### src/rtl/hazard_ctrl_pkg.sv
`default_nettype none
// ============================================================================
// Module      : hazard_ctrl_pkg
// Description : Shared pipeline definitions for the hazard/sequencing control
//               of the 5-stage core: controller states, register constants
//               and the default mul/div watchdog limit.
// Revision    : 1.0 - initial release
// ============================================================================
package hazard_ctrl_pkg;

    // Controller states: normal issue, or holding while the mul/div unit runs
    typedef enum logic [0:0] {
        RUN     = 1'b0,
        MD_WAIT = 1'b1
    } state_t;

    // Architectural zero register; a load targeting it never creates a hazard
    localparam logic [4:0] c_REG_X0 = 5'd0;

    // Default watchdog limit on mul/div wait cycles
    localparam int c_MD_MAX_CYCLES_DEFAULT = 34;

endpackage
`default_nettype wire

### src/rtl/hazard_ctrl_sat_counter.sv
`default_nettype none
// ============================================================================
// Module      : sat_counter
// Description : Saturating up-counter with increment enable and synchronous
//               clear. Holds at all-ones instead of wrapping.
// Revision    : 1.0 - initial release
// ============================================================================
module sat_counter #(
    parameter int W = 32
) (
    input  logic         clk,
    input  logic         i_clr,
    input  logic         i_inc,
    output logic [W-1:0] o_count
);

    // Count up on enable, stick at the maximum value, clear has priority
    always_ff @(posedge clk) begin
        if (i_clr) begin
            o_count <= '0;
        end else if (i_inc && (o_count != {W{1'b1}})) begin
            o_count <= o_count + W'(1);
        end
    end

endmodule
`default_nettype wire

### src/rtl/hazard_ctrl.sv
`default_nettype none
// ============================================================================
// Module      : hazard_ctrl
// Description : Pipeline sequencing controller. Stalls on load-use hazards,
//               flushes on EX redirects, sequences the multi-cycle mul/div
//               unit with a start/done handshake and a watchdog, and keeps
//               saturating stall/flush performance counters.
// Revision    : 1.0 - initial release
// ============================================================================
module hazard_ctrl
    import hazard_ctrl_pkg::*;
#(
    parameter int MD_MAX_CYCLES = c_MD_MAX_CYCLES_DEFAULT,
    parameter int CNT_W         = 32
) (
    input  logic             clk,
    input  logic             rstn,
    input  logic [4:0]       ID_rs1,
    input  logic [4:0]       ID_rs2,
    input  logic             ID_use_rs1,
    input  logic             ID_use_rs2,
    input  logic [4:0]       EX_rd,
    input  logic             EX_MemRead,
    input  logic             EX_md_op,
    input  logic             EX_redirect,
    input  logic             md_done,
    output logic             md_start,
    output logic             PC_write,
    output logic             IF_ID_write,
    output logic             ID_EX_write,
    output logic             IF_ID_flush,
    output logic             ID_EX_flush,
    output logic             EX_MEM_bubble,
    output logic             md_error,
    output logic [CNT_W-1:0] stall_cnt,
    output logic [CNT_W-1:0] flush_cnt
);

    localparam int c_WAIT_W = $clog2(MD_MAX_CYCLES + 1);

    state_t              r_state;
    state_t              w_state_next;
    state_t              w_state_eff;
    logic [c_WAIT_W-1:0] r_wait_cnt;
    logic                w_lu;
    logic                w_timeout;
    logic                w_release;

    // Hazard detection and mul/div wait termination
    always_comb begin
        w_lu = EX_MemRead && (EX_rd != c_REG_X0) &&
               ((ID_use_rs1 && (ID_rs1 == EX_rd)) ||
                (ID_use_rs2 && (ID_rs2 == EX_rd)));
        // While reset is held the outputs behave as in RUN whatever the state
        w_state_eff = rstn ? r_state : RUN;
        w_timeout   = (r_state == MD_WAIT) && !md_done &&
                      (r_wait_cnt == c_WAIT_W'(MD_MAX_CYCLES));
        w_release   = (r_state == MD_WAIT) && (md_done || w_timeout);
    end

    // State register, wait counter and sticky watchdog flag
    always_ff @(posedge clk) begin
        if (!rstn) begin
            r_state    <= RUN;
            r_wait_cnt <= '0;
            md_error   <= 1'b0;
        end else begin
            r_state <= w_state_next;
            // Held at zero in RUN so it starts clean on entering MD_WAIT
            if (r_state == RUN) begin
                r_wait_cnt <= '0;
            end else if (!w_release) begin
                r_wait_cnt <= r_wait_cnt + c_WAIT_W'(1);
            end
            if (w_timeout) begin
                md_error <= 1'b1;
            end
        end
    end

    // Next-state logic
    always_comb begin
        w_state_next = r_state;
        case (r_state)
            RUN:     if (EX_md_op)  w_state_next = MD_WAIT;
            MD_WAIT: if (w_release) w_state_next = RUN;
            default: w_state_next = RUN;
        endcase
    end

    // Pipeline control outputs, prioritised mul/div > redirect > load-use
    always_comb begin
        md_start      = 1'b0;
        PC_write      = 1'b1;
        IF_ID_write   = 1'b1;
        ID_EX_write   = 1'b1;
        IF_ID_flush   = 1'b0;
        ID_EX_flush   = 1'b0;
        EX_MEM_bubble = 1'b0;
        case (w_state_eff)
            RUN: begin
                if (EX_md_op) begin
                    md_start      = rstn;
                    PC_write      = 1'b0;
                    IF_ID_write   = 1'b0;
                    ID_EX_write   = 1'b0;
                    EX_MEM_bubble = 1'b1;
                end else if (EX_redirect) begin
                    // The ID instruction is squashed, so load-use is moot
                    IF_ID_flush = 1'b1;
                    ID_EX_flush = 1'b1;
                end else if (w_lu) begin
                    PC_write    = 1'b0;
                    IF_ID_write = 1'b0;
                    ID_EX_flush = 1'b1;
                end
            end
            MD_WAIT: begin
                // Freeze until done or watchdog; on release EX advances
                if (!w_release) begin
                    PC_write      = 1'b0;
                    IF_ID_write   = 1'b0;
                    ID_EX_write   = 1'b0;
                    EX_MEM_bubble = 1'b1;
                end
            end
            default: ;
        endcase
    end

    sat_counter #(
        .W (CNT_W)
    ) u_stall_cnt (
        .clk     (clk),
        .i_clr   (!rstn),
        .i_inc   (!PC_write),
        .o_count (stall_cnt)
    );

    sat_counter #(
        .W (CNT_W)
    ) u_flush_cnt (
        .clk     (clk),
        .i_clr   (!rstn),
        .i_inc   (IF_ID_flush),
        .o_count (flush_cnt)
    );

endmodule
`default_nettype wire

### config.mk
export PLATFORM = sky130hd
export DESIGN_NAME = hazard_ctrl
export DESIGN_NICKNAME = d
export VERILOG_FILES = /design/src/rtl/hazard_ctrl_pkg.sv /design/src/rtl/hazard_ctrl_sat_counter.sv /design/src/rtl/hazard_ctrl.sv
export SDC_FILE = /design/constraint.sdc
export NUM_CORES = 1
export LEC_CHECK = 0
export BUFFER_PORTS_ARGS = -buffer_cell sky130_fd_sc_hd__buf_2
export CELL_PAD_IN_SITES_DETAIL_PLACEMENT = 1
export CELL_PAD_IN_SITES_GLOBAL_PLACEMENT = 1
export CORE_MARGIN = 5
export CORE_UTILIZATION = 41
export CTS_BUF_LIST = sky130_fd_sc_hd__clkbuf_8
export DETAILED_ROUTE_END_ITERATION = 10
export HOLD_SLACK_MARGIN = 0.02
export PLACE_DENSITY_LB_ADDON = 0.1
export REMOVE_ABC_BUFFERS = 1
export SETUP_SLACK_MARGIN = 0.2
export SLEW_MARGIN = 20
export SYNTH_ARGS = -nofsm -noshare
export SYNTH_HDL_FRONTEND = slang
export SYNTH_SLANG_ARGS = --single-unit
### constraint.sdc
create_clock -name clk -period 2.8 [get_ports clk]
set_input_delay 0 -clock clk [delete_from_list [all_inputs] [get_ports clk]]
set_output_delay 0 -clock clk [all_outputs]
set_load 0.05 [all_outputs]
==> run_results.csv <==
group,metric,value,unit
cts,cts_root_buffer,"clkbuf_8",
detailed_routing,drc_errors,0,
synthesis,synth-seq-cells,72,
cts,clock_sinks,72,
worst_hold_path,hold_path_startpoint,"rstn",
finish,fin_area,4690,um^2
worst_setup_path,critical_path_class,"register to register",
detailed_routing,vias,3732,
worst_setup_path,worstSetupStartpoint,"r_wait_cnt[0]",
cts,cts_resized,0,
detailed_routing,routedWlPerCell,15.8,um
global_route,grt_max_degree,62,
finish,syn_to_final_growth,17.9,%
cts,cts-buffers-inserted,9,
sta,hold_viol_final,0,
global_route,met3_usage,3.52,%
global_route,grt_pass1_vias,3730,
worst_hold_path,hp-class,"input port to register",
synthesis,seq_area_frac_synth,36.2,%
run,drv_cap,0,
outcome,status,"completed",
cts,htree_num_levels,3,
global_route,grt_util_all_layers,18.7,%
synthesis,synth-async-reset-ratio,0,%
sta,slew-limit-headroom,59.1,%
worst_setup_path,path_cells,"inv_1 > ha_1 > or2b_1 > o21ai_4 > a311oi_2 > a21oi_4 > buf_12 > or4_1 > a21oi_1",
power,leakage,0.00171,uW
placed_design,portBuffers,94,
global_route,grt_pass1_wl,17800,um
die,rows,36,
sta,setup_viol,0,
worst_setup_path,cp-end-kind,"register",
synthesis,ys.flop_type,"dfxtp_1",
cts,clk_pin_slew_worst_paths,0.08,ns
sta,fmax,429,MHz
placed_design,post_dp_cell_area,4510,um^2
detailed_routing,first_pass_iters,4,
synthesis,synth_edf_count,0,
sta,timing.hold.ws,0.131,ns
die,die_w,109,um
cts,postCtsSetupBuffers,0,
global_route,antenna_found_initial,0,
finish,nFillCells,1211,
sta,tightest_slew,0.613,ns
global_route,grt-ovfl-total,0,
cts,cts_buffer_depth,2,
placed_design,dp_slack,0.469,ns
die,initial_core_util,41.3,%
finish,drive_gt1_share,25.6,%
worst_setup_path,arrival,2.61,ns
worst_setup_path,crit_required,3.08,ns
synthesis,avgSynthCellArea,8.66,um^2
die,io_pins,95,
sta,slew_viol_final,0,
die,dieArea,11800,um^2
sta,fin_skew,0.0106,ns
finish,antenna_cells,0,
sta,fin_crit_sh,83.2,%
worst_setup_path,max_stage_delay,0.52,ns
detailed_routing,ant_nets,0,
die,chipHeight,109,um
finish,utilization,48.7,%
placed_design,post-dp-hpwl,7860,um
sta,min_period,2.33,ns
detailed_routing,first_iter_violations,95,
die,core_area,9640,um^2
worst_setup_path,cp_top_family,"simple AND/OR/NAND/NOR gates",
global_route,use_met2,34.1,%
placed_design,gp_congestion,0.833,
global_route,grtUsageMet1,22.1,%
cts,clock_latency,0.34,ns
sta,setup_ws,0.470,ns
global_route,busiest_layer,"met2",
finish,fin_nets,572,
cts,cts_tree,"done",
synthesis,syn_area,3980,um^2
cts,postCtsHoldBufs,2,
worst_setup_path,path_buf_inv,2,
worst_setup_path,crit_slowest_cell,"or4_1",
detailed_routing,via_per_inst,5.46,
sta,rsz0062_at_grt,"no",
worst_setup_path,critPathLaunchType,"register",
synthesis,yosys_warnings,0,
worst_setup_path,r2r-start,"r_wait_cnt[0]",
detailed_routing,wl,10800,um
power,power_density,414,nW/um^2
synthesis,synthCells,460,
power,max-vdd-ir-drop,0.208,mV
synthesis,yosysUniqueCellTypes,57,
worst_setup_path,critPathMaxFanout,61,
-- report_power, final --
part / total, uW / switching [uW] / internal (uW)
logic: 183 / 125 / 57.3
registers: 1040 / 9.93 / 1030
clock network: 721 / 387 / 334
-- logic make-up (layout without fill, tap and decap cells) --
| family | count (synthesis) | in the layout | synth area share, % |
|---|---|---|---|
| buffers and inverters | 39 | 129 | 5.69 |
| AO/OA/AOI/OAI | 74 | 74 | 12.9 |
| adder cells (fa/ha/maj) | 4 | 4 | 1.26 |
| XOR/XNOR | 42 | 42 | 9.24 |
| AND/OR/NAND/NOR | 222 | 222 | 33.0 |
| multiplexers | 7 | 7 | 1.76 |
| flip-flops | 72 | 72 | 36.2 |
-- worst register-to-register path, cell delays in order, from the launching register on --
cell	delay, ns
dfxtp_1	0.36
inv_1	0.08
ha_1	0.19
or2b_1	0.21
o21ai_4	0.10
a311oi_2	0.35
a21oi_4	0.10
buf_12	0.20
or4_1	0.55
a21oi_1	0.15
-- cell usage after synthesis, types with 2 or more instances --
cell | number | area, um^2
a21oi_1 | 23 | 115
a21oi_4 | 2 | 32.5
a31oi_1 | 2 | 12.5
and2_1 | 4 | 25.0
and3_1 | 5 | 31.3
and4_1 | 8 | 70.1
buf_2 | 7 | 35.0
buf_4 | 5 | 37.5
buf_6 | 7 | 78.8
clkbuf_1 | 8 | 30.0
dfxtp_1 | 72 | 1440
ha_1 | 4 | 50.1
inv_1 | 9 | 33.8
inv_2 | 2 | 7.51
mux2i_1 | 7 | 70.1
nand2_1 | 33 | 124
nand2b_1 | 8 | 50.1
nand3_1 | 20 | 100
nand4_1 | 21 | 131
nor2_1 | 43 | 161
nor3_1 | 11 | 55.1
nor3_2 | 7 | 70.1
nor3b_1 | 6 | 45.0
nor3b_2 | 2 | 25.0
nor4_1 | 12 | 75.1
nor4_2 | 2 | 25.0
nor4b_1 | 3 | 26.3
o21a_1 | 10 | 75.1
o21ai_0 | 3 | 15.0
o21ai_1 | 8 | 40.0
o311ai_1 | 2 | 17.5
o31ai_1 | 13 | 97.6
o41ai_1 | 4 | 35.0
or3_1 | 8 | 50.1
or4_1 | 17 | 128
xnor2_1 | 39 | 342
xor2_1 | 3 | 26.3
-- path summary, 6_finish.rpt --
check                                 end  slack [ns]  cells past startpoint
hold / removal              r_wait_cnt[5]        0.13                      3
hold reg to reg                  md_error        0.49                      2
setup reg to reg  u_stall_cnt.o_count[16]        0.47                      9
setup / recovery  u_stall_cnt.o_count[16]        0.47                      9
-- sequential cells by signal, indices dropped and copies added, names as in the netlist --
register and flops:
r_wait_cnt 6, u_flush_cnt.o_count 32, u_stall_cnt.o_count 32, r_state 1, md_error 1
-- per-stage QoR --
| step | power [uW] | instances | setup TNS (ns) |
|---|---|---|---|
| floorplan | 1180 | 432 | -18.40 |
| global placement | 1240 | 665 | 0 |
| detailed placement | 1250 | 665 | 0 |
| CTS | 1970 | 683 | 0 |
| global route | 2020 | 683 | 0 |
| finish | 1940 | 683 | 0 |
-- cells in the final DEF, fill, tap and decap left out, types with 11 or more instances in the layout --
master and instances:
nor3_1 11, xnor2_1 39, nand3_1 20, buf_2 94
nand4_1 21, o31ai_1 13, nor2_1 43, dfxtp_1 72
inv_1 11, or4_1 17, nand2_1 33, a21oi_1 23
nor4_1 11
-- layout make-up --
class                   instances  area, um^2  area share (%)
clock buffers                  10         138            2.93
multi-input cells             349        2320            49.4
well taps                     133         166            3.54
flip-flops and latches         72        1440            30.7
clock inverters                 6        27.5           0.586
repair buffers                102         561            11.9
inverters                      11        41.3           0.880
-- per-layer routing --
| layer | vias to the layer above | share of wire, % |
|---|---|---|
| li1 | 1850 | - |
| met1 | 1819 | 44 |
| met2 | 54 | 51 |
| met3 | 9 | 3.9 |
| met4 | 0 | 1.0 |
| met5 | - | 0 |
Note: power is estimated with default switching activity, not from simulation.
